File: src/rtl/mips_perf_pkg.sv
// Shared constants and types for the MIPS performance-counter unit.
package mips_perf_pkg;

    localparam logic [4:0] GCTRL_ADDR = 5'd16;
    localparam logic [4:0] OVF_ADDR   = 5'd17;

    localparam int GCTRL_GEN_BIT = 0;
    localparam int GCTRL_CLR_BIT = 1;

    localparam int CTRL_EN_BIT     = 0;
    localparam int CTRL_SAT_BIT    = 1;
    localparam int CTRL_IRQ_EN_BIT = 2;
    localparam int CTRL_SEL_LSB    = 4;
    localparam int EVT_SEL_W       = 4;

    localparam int EVT_CYCLE    = 0;
    localparam int EVT_RETIRE   = 1;
    localparam int EVT_LOAD     = 2;
    localparam int EVT_STORE    = 3;
    localparam int EVT_BR_TAKEN = 4;

    typedef struct packed {
        logic [EVT_SEL_W-1:0] evt_sel;
        logic                 irq_en;
        logic                 sat;
        logic                 en;
    } ctrl_t;

endpackage

File: src/rtl/perf_cnt_slice.sv
// One programmable counter: CTRL register, event select, COUNT with
// wrap/saturate handling and a one-cycle overflow pulse to the top level.
module perf_cnt_slice
    import mips_perf_pkg::*;
#(
    parameter int   CNT_W   = 32,
    parameter int   NUM_EVT = 8,
    parameter logic RST_EN  = 1'b0
) (
    input  logic               clk,
    input  logic               resetn,
    input  logic               gen,
    input  logic               clr,
    input  logic [NUM_EVT-1:0] evt_in,
    input  logic               ctrl_we,
    input  logic               cnt_we,
    input  logic [31:0]        wdata,
    output logic [31:0]        ctrl_rdata,
    output logic [CNT_W-1:0]   count,
    output logic               irq_en,
    output logic               ovf_set
);

    localparam logic [CNT_W-1:0] ONE = 1;
    localparam ctrl_t CTRL_RST = '{evt_sel: '0, irq_en: 1'b0, sat: 1'b0, en: RST_EN};

    ctrl_t            ctrl_q, ctrl_d;
    logic [CNT_W-1:0] count_q, count_d;
    logic             evt_hit;
    logic             inc;

    // Selects beyond the implemented event inputs never match, giving a constant 0 event.
    always_comb begin
        evt_hit = 1'b0;
        for (int k = 0; k < NUM_EVT; k++) begin
            if (ctrl_q.evt_sel == EVT_SEL_W'(k)) begin
                evt_hit = evt_in[k];
            end
        end
    end

    always_comb begin
        ctrl_d = ctrl_q;
        if (ctrl_we) begin
            ctrl_d.en      = wdata[CTRL_EN_BIT];
            ctrl_d.sat     = wdata[CTRL_SAT_BIT];
            ctrl_d.irq_en  = wdata[CTRL_IRQ_EN_BIT];
            ctrl_d.evt_sel = wdata[CTRL_SEL_LSB +: EVT_SEL_W];
        end
    end

    always_comb begin
        inc     = gen & ctrl_q.en & evt_hit;
        count_d = count_q;
        ovf_set = 1'b0;
        if (clr) begin
            count_d = '0;
        end else if (cnt_we) begin
            count_d = wdata[CNT_W-1:0];
        end else if (inc) begin
            if (&count_q) begin
                ovf_set = 1'b1;
                count_d = ctrl_q.sat ? count_q : '0;
            end else begin
                count_d = count_q + ONE;
            end
        end
    end

    always_ff @(posedge clk or negedge resetn) begin
        if (!resetn) begin
            ctrl_q  <= CTRL_RST;
            count_q <= '0;
        end else begin
            ctrl_q  <= ctrl_d;
            count_q <= count_d;
        end
    end

    always_comb begin
        ctrl_rdata                                = '0;
        ctrl_rdata[CTRL_EN_BIT]                   = ctrl_q.en;
        ctrl_rdata[CTRL_SAT_BIT]                  = ctrl_q.sat;
        ctrl_rdata[CTRL_IRQ_EN_BIT]               = ctrl_q.irq_en;
        ctrl_rdata[CTRL_SEL_LSB +: EVT_SEL_W]     = ctrl_q.evt_sel;
    end

    assign count  = count_q;
    assign irq_en = ctrl_q.irq_en;

endmodule

File: src/rtl/mips_perf_cnt_unit.sv
// Performance-counter unit top: register decode, GCTRL, OVF, read port and irq,
// with one perf_cnt_slice per counter.
module mips_perf_cnt_unit
    import mips_perf_pkg::*;
#(
    parameter int NUM_CNT = 4,
    parameter int CNT_W   = 32,
    parameter int NUM_EVT = 8
) (
    input  logic               clk,
    input  logic               resetn,
    input  logic [NUM_EVT-1:0] evt_in,
    input  logic               cfg_we,
    input  logic               cfg_re,
    input  logic [4:0]         cfg_addr,
    input  logic [31:0]        cfg_wdata,
    output logic [31:0]        cfg_rdata,
    output logic               cfg_rvalid,
    output logic               irq
);

    logic               gen_q, gen_d;
    logic [NUM_CNT-1:0] ovf_q, ovf_d;
    logic [31:0]        rdata_q, rdata_d;
    logic               rvalid_q, rvalid_d;
    logic               irq_q, irq_d;

    logic               gctrl_we, ovf_we, clr;
    logic [NUM_CNT-1:0] ctrl_we, cnt_we, ovf_set, irq_en_v;
    logic [31:0]        ctrl_rd [NUM_CNT];
    logic [CNT_W-1:0]   count_v [NUM_CNT];
    logic [31:0]        rd_mux;

    assign gctrl_we = cfg_we && (cfg_addr == GCTRL_ADDR);
    assign ovf_we   = cfg_we && (cfg_addr == OVF_ADDR);
    assign clr      = gctrl_we && cfg_wdata[GCTRL_CLR_BIT];

    for (genvar i = 0; i < NUM_CNT; i++) begin : g_cnt
        assign ctrl_we[i] = cfg_we && (cfg_addr == 5'(2 * i));
        assign cnt_we[i]  = cfg_we && (cfg_addr == 5'(2 * i + 1));

        perf_cnt_slice #(
            .CNT_W   (CNT_W),
            .NUM_EVT (NUM_EVT),
            .RST_EN  ((i == 0) ? 1'b1 : 1'b0)
        ) u_slice (
            .clk        (clk),
            .resetn     (resetn),
            .gen        (gen_q),
            .clr        (clr),
            .evt_in     (evt_in),
            .ctrl_we    (ctrl_we[i]),
            .cnt_we     (cnt_we[i]),
            .wdata      (cfg_wdata),
            .ctrl_rdata (ctrl_rd[i]),
            .count      (count_v[i]),
            .irq_en     (irq_en_v[i]),
            .ovf_set    (ovf_set[i])
        );
    end

    always_comb begin
        gen_d = gen_q;
        if (gctrl_we) begin
            gen_d = cfg_wdata[GCTRL_GEN_BIT];
        end
    end

    // A fresh overflow in the same cycle as its W1C keeps the bit set.
    always_comb begin
        ovf_d = ovf_q;
        if (clr) begin
            ovf_d = '0;
        end else begin
            if (ovf_we) begin
                ovf_d = ovf_q & ~cfg_wdata[NUM_CNT-1:0];
            end
            ovf_d = ovf_d | ovf_set;
        end
    end

    assign irq_d = |(ovf_q & irq_en_v);

    always_comb begin
        rd_mux = '0;
        for (int i = 0; i < NUM_CNT; i++) begin
            if (cfg_addr == 5'(2 * i)) begin
                rd_mux = ctrl_rd[i];
            end
            if (cfg_addr == 5'(2 * i + 1)) begin
                rd_mux = 32'(count_v[i]);
            end
        end
        if (cfg_addr == GCTRL_ADDR) begin
            rd_mux = 32'(gen_q);
        end
        if (cfg_addr == OVF_ADDR) begin
            rd_mux = 32'(ovf_q);
        end
    end

    assign rdata_d  = cfg_re ? rd_mux : rdata_q;
    assign rvalid_d = cfg_re;

    always_ff @(posedge clk or negedge resetn) begin
        if (!resetn) begin
            gen_q    <= 1'b1;
            ovf_q    <= '0;
            rdata_q  <= '0;
            rvalid_q <= 1'b0;
            irq_q    <= 1'b0;
        end else begin
            gen_q    <= gen_d;
            ovf_q    <= ovf_d;
            rdata_q  <= rdata_d;
            rvalid_q <= rvalid_d;
            irq_q    <= irq_d;
        end
    end

    assign cfg_rdata  = rdata_q;
    assign cfg_rvalid = rvalid_q;
    assign irq        = irq_q;

endmodule
File: config.mk
export PLATFORM = sky130hd
export DESIGN_NAME = mips_perf_cnt_unit
export DESIGN_NICKNAME = d
export VERILOG_FILES = /design/src/rtl/mips_perf_pkg.sv /design/src/rtl/perf_cnt_slice.sv /design/src/rtl/mips_perf_cnt_unit.sv
export SDC_FILE = /design/constraint.sdc
export NUM_CORES = 1
export LEC_CHECK = 0
export ABC_CLOCK_PERIOD_IN_PS = 3100
export CORE_MARGIN = 2
export CORE_UTILIZATION = 57
export CTS_CLUSTER_SIZE = 40
export DETAILED_ROUTE_END_ITERATION = 8
export PLACE_DENSITY_LB_ADDON = 0.05
export SYNTH_ARGS = -nofsm -noshare
export SYNTH_HDL_FRONTEND = slang
export SYNTH_HIERARCHICAL = 1
export SYNTH_SLANG_ARGS = --single-unit
File: constraint.sdc
create_clock -name clk -period 3.1 [get_ports clk]
set_clock_uncertainty 0.05 [all_clocks]
set_input_delay 0.465 -clock clk [delete_from_list [all_inputs] [get_ports clk]]
set_output_delay 0.465 -clock clk [all_outputs]
set_load 0.01 [all_outputs]
== Word-level counts from Yosys, hierarchy flattened ==
Index checks and enable logic that the tools add are counted.

* Add/sub/neg operators: 4
* Equality and inequality tests: 41
* Mux-type cells: 81
* Bitwise operators: 12
* Reductions and logical operators: 29

{| class="wikitable"
|+ Operators by type and width
! kind !! count
|-
| $mux W32 || 29
|-
| $add A32 B1 Y32 const B || 4
|-
| $reduce_and A32 Y1 || 4
|-
| $eq A4 B3 Y1 const B || 16
|-
| $mux W1 || 48
|-
| $eq A4 B2 Y1 const B || 8
|-
| $eq A5 B3 Y1 const B || 4
|-
| $eq A4 B1 Y1 const B || 4
|-
| $logic_not A4 Y1 || 4
|-
| $ne A4 B3 Y1 const B || 4
|-
| $mux W4 || 3
|-
| $reduce_bool A3 Y1 || 4
|-
| $logic_and A1 B1 Y1 || 11
|-
| $eq A5 B2 Y1 const B || 2
|-
| $eq A5 B5 Y1 const B || 2
|-
| $and A1 B1 Y1 || 8
|-
| $and A4 B4 Y4 || 2
|-
| $mux W8 || 1
|-
| $reduce_and A2 Y1 || 4
|-
| $eq A5 B1 Y1 const B || 1
|-
| $logic_not A5 Y1 || 1
|-
| $not A4 Y4 || 1
|-
| $or A4 B4 Y4 || 1
|-
| $reduce_or A4 Y1 || 1
|}

* Register bits: 195
* Input port bits: 49

== Depth between registers and ports, before layout ==
Gate-level depths: netlist of run 1.

* Word-level depth: 15
* Mapped depth: 11
* Depth with buffers taken out: 8

== By module ==
Netlist of run 1, hierarchy kept.

{| class="wikitable"
|+ By module, submodules not included
! module !! times used !! cells each !! area each (um^2)
|-
| perf_cnt_slice at g_cnt[1].u_slice ... || 3 || 326 || 2,793.9
|-
| mips_perf_cnt_unit || 1 || 529 || 3,852.4
|-
| perf_cnt_slice at g_cnt[0].u_slice || 1 || 334 || 2,931.6
|}

== Worst setup path after synthesis of run 1 ==
No wires, ideal clock.

* Path kind: input -> register
* Start point: input cfg_addr[4]
* End point: register g_cnt[0].u_slice.count_q[11]
* Setup time: 0.138 ns
* Data arrival time: 2.508 ns
* Required time: 2.912 ns
* Path slack: 0.404 ns
* Cell stages on the path: 10
* Path buffers: 4
* Cell sequence: buf_4 nor3_2 clkbuf_1 nand2_1 nor3b_1 clkbuf_1 clkbuf_1 nor2_1 a32oi_1 o221ai_1

* Elaborated cells on any way between the ends: 10
* Those cells by class: eq/ne (3); mux (2); reduce/logical (5)

{| class="wikitable"
|+ RTL lines
! what !! line !! text
|-
| start: declaration || mips_perf_cnt_unit.sv:15 || <nowiki>input logic [4:0] cfg_addr,</nowiki>
|-
| $eq A5 B1 Y1 * || mips_perf_cnt_unit.sv:40 || <nowiki>assign cnt_we[i] = cfg_we && (cfg_addr == 5'(2 * i + 1));</nowiki>
|-
| $logic_and A1 B1 Y1 * || mips_perf_cnt_unit.sv:40 ||
|-
| net cnt_we[0] || mips_perf_cnt_unit.sv:29 || <nowiki>logic [NUM_CNT-1:0] ctrl_we, cnt_we, ovf_set, irq_en_v;</nowiki>
|-
| $ne A4 B3 Y1 (no source line), or another cell as far along || n/a ||
|-
| $reduce_and A2 Y1 (no source line) or $mux W32 (tied branches) || n/a ||
|-
| end signal: assignment || perf_cnt_slice.sv:76 || <nowiki>count_q <= count_d;</nowiki>
|-
| end: declaration || perf_cnt_slice.sv:28 || <nowiki>logic [CNT_W-1:0] count_q, count_d;</nowiki>
|}

Mark *: on every way through the listed nets, which the timed path passes. The rest lies on a longest branch.
A chain may end at the register's enable or synchronous reset.

== Final worst setup path of run 1 ==
* Start point: input cfg_addr[4]
* End point: register g_cnt[0].u_slice.count_q[25]

* Longest elaborated chain between the ends: 5
* Elaborated cells on any way between the ends: 10
* Those cells by class: eq/ne (3); mux (2); reduce/logical (5)

{| class="wikitable"
|+ Ends and longest elaborated chain
! what !! line !! text
|-
| $eq A5 B5 Y1 * || mips_perf_cnt_unit.sv:34 || <nowiki>assign gctrl_we = cfg_we && (cfg_addr == GCTRL_ADDR);</nowiki>
|-
| $logic_and A1 B1 Y1 * || mips_perf_cnt_unit.sv:34 ||
|-
| $logic_and A1 B1 Y1 * || mips_perf_cnt_unit.sv:36 || <nowiki>assign clr = gctrl_we && cfg_wdata[GCTRL_CLR_BIT];</nowiki>
|-
| net clr || mips_perf_cnt_unit.sv:28 || <nowiki>logic gctrl_we, ovf_we, clr;</nowiki>
|-
| $ne A4 B3 Y1 (no source line) or $reduce_bool A3 Y1 (tied branches) || n/a ||
|-
| $reduce_and A2 Y1 (no source line) || n/a ||
|}

Marks and branches as above.

==> flow_metrics.tcl, run 1 <==
set metrics [dict create \
    portBuffers 82 \
    cp.arrival_ns 3.03 \
    finalWirelength_um 57000 \
    cts_setup_buffers 0 \
    fin_crit_sh_pct 88.5 \
    grt_pass1_wl_um 87400 \
    drc 0 \
    cp_max_fo 13 \
    gr-usage-met3_pct 6.88 \
    overflow 0 \
    holdWs_ns -0.0351 \
    crit_chain "clkdlybuf4s50_1 -> nand2b_1 -> nor4_1 -> and3_2 -> buf_12 -> nor2_1 -> o21ai_1 -> a221o_1" \
    ys_types 86 \
    tns_ns 0 \
    synthesis.area_um2 15200 \
    ff2ff_setup_slack_ns 0.51 \
    clock_power_share_pct 28.5 \
    grt_pass1_vias 14500 \
    drtIter0Drc 2279 \
    tritoncts "yes" \
    clock-root-buffer "clkbuf_16" \
    hp-class "input port to async pin" \
    finalCriticalPeriod_ns 2.74 \
    cts_hold_buf 0 \
    hold_viol_final 6 \
    start_util_pct 58.2 \
    hpwlAfterDp_um 42200 \
    cp-start-kind "input port" \
    netSwitchingPower_mw 3.11 \
    clkLatencyLatePin_ns 0.45 \
    rsz0062_at_grt "no" \
    ir_drop_mv 0.325 \
    path_class "input port to register" \
    postRouteAntennaNets 0 \
    violations "hold timing" \
    drv_slew 0 \
    synth.avg_cell_area_um2 8.24 \
    num-fill-cells 2283 \
    p_int_mw 4.93 \
    ios 83 \
    setup_viol 0 \
    vias 15900 \
    tightest_slew_ns 1.09 \
    syn_to_final_growth_pct 12.9 \
    fin_ws_ns 0.357 \
    leakagePower_nw 7.31 \
    slew_headroom_pct 27.0 \
    fmax_mhz 365 \
    status "finished with violations" \
    antennaDiodeCount 0 \
    busiest_layer "met2" \
    yosys-top-cells-area "dfrtp_1, buf_4, nand2_1, o221ai_1, nand3_1" \
    clkTransAtPathRegs_ns 0.09 \
    ys_seq_area_share_pct 32.2 \
    clock-sinks 195 \
    nets 1981 \
    place_ws_ns -0.0750 \
    seqPwrFrac_pct 41.1 \
    ys.flop_type "dfrtp_1" \
    synth-warning-count 6 \
    drt-wirelength-per-cell_um 25.0 \
    cap_viol_max_count 0 \
    use_met2_pct 60.8 \
    final_common_cell "nand2_1" \
    num_rows 59 \
    worst_r2r_path_depth 9 \
    dp_cells 2244 \
    routabilityCongestion 1.00 \
    r2r_start "g_cnt[0].u_slice/count[0]" \
    synthCells 1841 \
    core_area_um2 26100 \
    synth.largest_area_cell "dfrtp_1" \
    cpPeakStageDelay_ns 0.61 \
    synthArstFlopShare_pct 100 \
    die-area_um2 27900 \
    powerDensity_nw_per_um2 469 \
    combPwrFrac_pct 30.4 \
    netSwitchingFraction_pct 38.7 \
    grtUsageMet1_pct 55.1 \
    grt_max_degree 75 \
    final_cells 2276 \
    synth_top_area_share_pct 31.8 \
    cp_slowest_cell "nor2_1" \
    cts.repair.resized 0 \
    layout_common_cells "nand2_1, dfrtp_1, nand3_1" \
    die-width_um 167 \
    cp-startpoint "cfg_addr[4]" \
    htree_levels 4 \
    synth-seq-cells 195 \
    antenna_found_initial 0 \
    dr.pass1.iters 6 \
    die_h_um 167 \
    synth_edf_count 0 \
    final_layout_size_suffix_gt1_share_pct 13.3 \
    gr-usage-all-layers_pct 40.4 \
    ctsLongestPathBuffers 2 \
    crit_required_ns 3.38 \
    r2r-end "ovf_q[0]" \
    endpoint_kind "register" \
    viasPerCell 6.97 \
    cts_buffers 17 \
]
## per-stage QoR
stage / cell area [um^2] / util [%] / power (mW)
final: 17100 / 65.7 / 8.04
after CTS: 17100 / 65.7 / 7.98
after global placement: 16600 / 63.6 / 5.65
after detailed placement: 16600 / 63.6 / 5.69
after floorplan: 15500 / - / 4.77
after global routing: 17100 / 65.7 / 8.36
## synthesized netlist by cell type, types with 39 or more instances
| library cell | n |
|---|---|
| buf_4 | 112 |
| dfrtp_1 | 193 |
| o31a_1 | 39 |
| nand4_1 | 39 |
| nor3_1 | 48 |
| o21ai_0 | 101 |
| clkbuf_1 | 85 |
| nand3_1 | 133 |
| nand2_1 | 224 |
| a21oi_1 | 56 |
| inv_1 | 107 |
| o221ai_1 | 89 |
| nor2_1 | 78 |
## logic make-up after synthesis
kind of cell,count (synthesis),share of synthesized area (%)
mux,44,3.90
other cells,4,0.0990
fa+ha+maj,4,0.330
buf+inv,344,11.8
simple gates,709,25.2
xor+xnor,3,0.173
flops,195,32.2
compound gates,538,26.3
## power groups by stage
stage / combinational, mW / clock, mW / sequential [mW]
after detailed placement: 2.36 / 0 / 3.33
after floorplan: 1.59 / 0 / 3.18
final: 2.44 / 2.29 / 3.31
after CTS: 2.37 / 2.32 / 3.29
after global routing: 2.62 / 2.39 / 3.35
after global placement: 2.32 / 0 / 3.33
## worst max-delay path by stage
stage	endpoint	slack [ns]	depth (start not counted)
5_1_grt	g_cnt[0].u_slice/count[5]	0.09	11
6_report	g_cnt[0].u_slice/count[25]	0.36	8
2_1_floorplan	g_cnt[0].u_slice/count[11]	0.40	10
3_3_place_gp	g_cnt[0].u_slice/count[29]	0.004	11
4_1_cts	g_cnt[0].u_slice/count[13]	0.41	8
3_5_place_dp	g_cnt[0].u_slice/count[13]	-0.08	8
## per-layer routing
metal / vias to the layer above / part of all wire (%) / wire [um]
li1: 7023 / - / -
met1: 7625 / 40 / 22900
met2: 1007 / 43 / 24700
met3: 200 / 9.8 / 5580
met4: 0 / 6.8 / 3880
met5: - / 0 / 0
## sequential cells by signal, indices dropped and copies added (netlist names)
name,cells
cfg_rvalid,1
g_cnt.u_slice/count,128
cfg_rdata,32
g_cnt.u_slice/ctrl_rdata,24
g_cnt.u_slice/irq_en,4
irq,1
gen_q,1
ovf_q,4
## final cells by class
| type | instances | area, um^2 | share of cell area, % |
|---|---|---|---|
| Multi-Input combinational cell | 1398 | 8930 | 52.1 |
| Sequential cell | 195 | 4880 | 28.5 |
| Timing Repair Buffer | 208 | 1920 | 11.2 |
| Clock buffer | 18 | 429 | 2.51 |
| Tap cell | 335 | 419 | 2.45 |
| Inverter | 108 | 405 | 2.37 |
| Clock inverter | 14 | 138 | 0.804 |
## critical path: cells and delay by family
family          cells  cell delay [ns]
simple gates        4             1.14
buf+inv             2             0.72
compound gates      2             0.69
Power figures use the tool's default switching activity.
==> inputs of run 2 (changes only) <==
--- a/config.mk
+++ b/config.mk
@@ -6,6 +6,7 @@
 export NUM_CORES = 1
 export LEC_CHECK = 0
 export ABC_CLOCK_PERIOD_IN_PS = 3100
+export CORE_ASPECT_RATIO = 1.4
 export CORE_MARGIN = 2
 export CORE_UTILIZATION = 57
 export CTS_CLUSTER_SIZE = 40
==> flow_metrics.tcl, run 2 (synthesis gave the netlist of run 1 again) <==
set metrics [dict create \
    endpoint_kind "register" \
    hpwlAfterDp_um 43400 \
    cts_setup_buffers 0 \
    critPathBufInv 3 \
    drc 0 \
    grt_pass1_wl_um 88200 \
    overflow 0 \
    core_area_um2 26200 \
    crit_family "simple AND/OR/NAND/NOR gates" \
    fin_area_um2 17300 \
    fin_crit_sh_pct 88.6 \
    start_util_pct 57.9 \
    cpPeakStageDelay_ns 0.45 \
    setup_viol 0 \
    cp.arrival_ns 3.07 \
    violations "hold timing" \
    cpMostUsedCell "buf_4" \
    clkTransAtPathRegs_ns 0.08 \
    drtIter0Drc 2223 \
    cp-start-kind "register" \
    die-width_um 142 \
    final_common_cell "nand2_1" \
    holdWs_ns -0.00886 \
    postPlaceCellArea_um2 16600 \
    cap_viol_max_count 0 \
    final_layout_size_suffix_gt1_share_pct 13.8 \
    syn_to_final_growth_pct 13.8 \
    postRouteAntennaNets 0 \
    clkLatencyLatePin_ns 0.46 \
    hold_viol_final 16 \
    drt-wirelength-per-cell_um 25.5 \
    crit_chain "ha_1 -> nand2_1 -> nor4_4 -> buf_4 -> and3_1 -> buf_4 -> o21ai_1 -> buf_4 -> o221ai_1" \
    die_h_um 197 \
    ir_drop_mv 0.425 \
    grt_max_degree 88 \
    final_util_pct 65.9 \
    tritoncts "yes" \
    fmax_mhz 364 \
    finalCriticalPeriod_ns 2.75 \
    crit_required_ns 3.42 \
    status "finished with violations" \
    leakagePower_nw 7.36 \
    dr.pass1.iters 8 \
    cp_slowest_cell "dfrtp_1" \
    clock-sinks 195 \
    nets 1991 \
    grt_pass1_vias 14800 \
    tightest_slew_ns 0.954 \
    num_rows 70 \
    num-fill-cells 2264 \
    layout_common_cells "nand2_1, dfrtp_1, nand3_1" \
    portBuffers 82 \
    cp_max_fo 11 \
    die-area_um2 27900 \
    path_class "register to register" \
    htree_levels 4 \
    drv_slew 0 \
    ctsLongestPathBuffers 2 \
    tns_ns 0 \
    clock-root-buffer "clkbuf_16" \
    vias 15800 \
    largest_reg_flops 128 \
    antenna_found_initial 1 \
    dp_cells 2243 \
    powerDensity_nw_per_um2 477 \
    slew_headroom_pct 36.2 \
    final_cells 2276 \
    finalPower_mw 8.22 \
    routabilityCongestion 1.00 \
    hp-class "input port to async pin" \
    cts_buffers 17 \
    cts.repair.resized 0 \
    cts_hold_buf 0 \
    ios 83 \
    viasPerCell 6.95 \
    rsz0062_at_grt "no" \
    finalWirelength_um 57900 \
    gr-usage-all-layers_pct 41.6 \
]
[run 2: changes by cell type in the layout (fill, tap and decap cells not counted), moves of 2 or more]
cell	before	now
bufinv_16	0	4
clkinv_2	2	0
clkinvlp_4	0	4
buf_4	113	124
inv_8	3	0
inv_6	5	3
[run 2: where the power goes]
group	switching (mW)	internal [mW]	total [mW]	leakage [nW]
combinational	1.44	1.03	2.47	4.95
clock	1.10	1.37	2.47	0.294
sequential	0.442	2.84	3.28	2.12
[run 2: cell type report]
cell class	instances	area (um^2)	area share [%]
clock buffers	19	433	2.51
inverters	108	405	2.35
repair buffers	218	1990	11.5
multi-input cells	1398	8940	51.8
well taps	324	405	2.35
clock inverters	13	201	1.17
diodes	1	2.50	0.0145
flip-flops and latches	195	4880	28.3
[run 2: routing by layer]
| metal | vias up | GRT usage (%) | wire length (um) |
|---|---|---|---|
| met2 | 911 | 68.2 | 27600 |
| li1 | 7024 | - | - |
| met3 | 226 | 8.43 | 5290 |
| met4 | 0 | 21.8 | 3290 |
| met5 | - | 0 | 0 |
| met1 | 7649 | 51.6 | 21800 |
[run 2: path summary, 6_finish.rpt]
kind | slack (ns) | startpoint | end | cells past startpoint
setup reg to reg | 0.35 | g_cnt[3].u_slice/count[1] | g_cnt[3].u_slice/count[2] | 9
setup / recovery | 0.35 | g_cnt[3].u_slice/count[1] | g_cnt[3].u_slice/count[2] | 9
hold reg to reg | 0.44 | cfg_rdata[25] | cfg_rdata[25] | 1
hold / removal | -0.009 | resetn | cfg_rdata[29] | 1
min in group clk | 0.44 | cfg_rdata[25] | cfg_rdata[25] | 1
max in group asynchronous | 2.10 | resetn | gen_q | 2
[run 2: stage by stage]
stage	setup WS (ns)	hold slack (ns)
3_5_place_dp	0.151	0.429
4_1_cts	0.428	0.0187
6_report	0.355	-0.00886
2_1_floorplan	0.404	0.119
5_1_grt	0.259	0.0289
3_3_place_gp	0.189	0.422
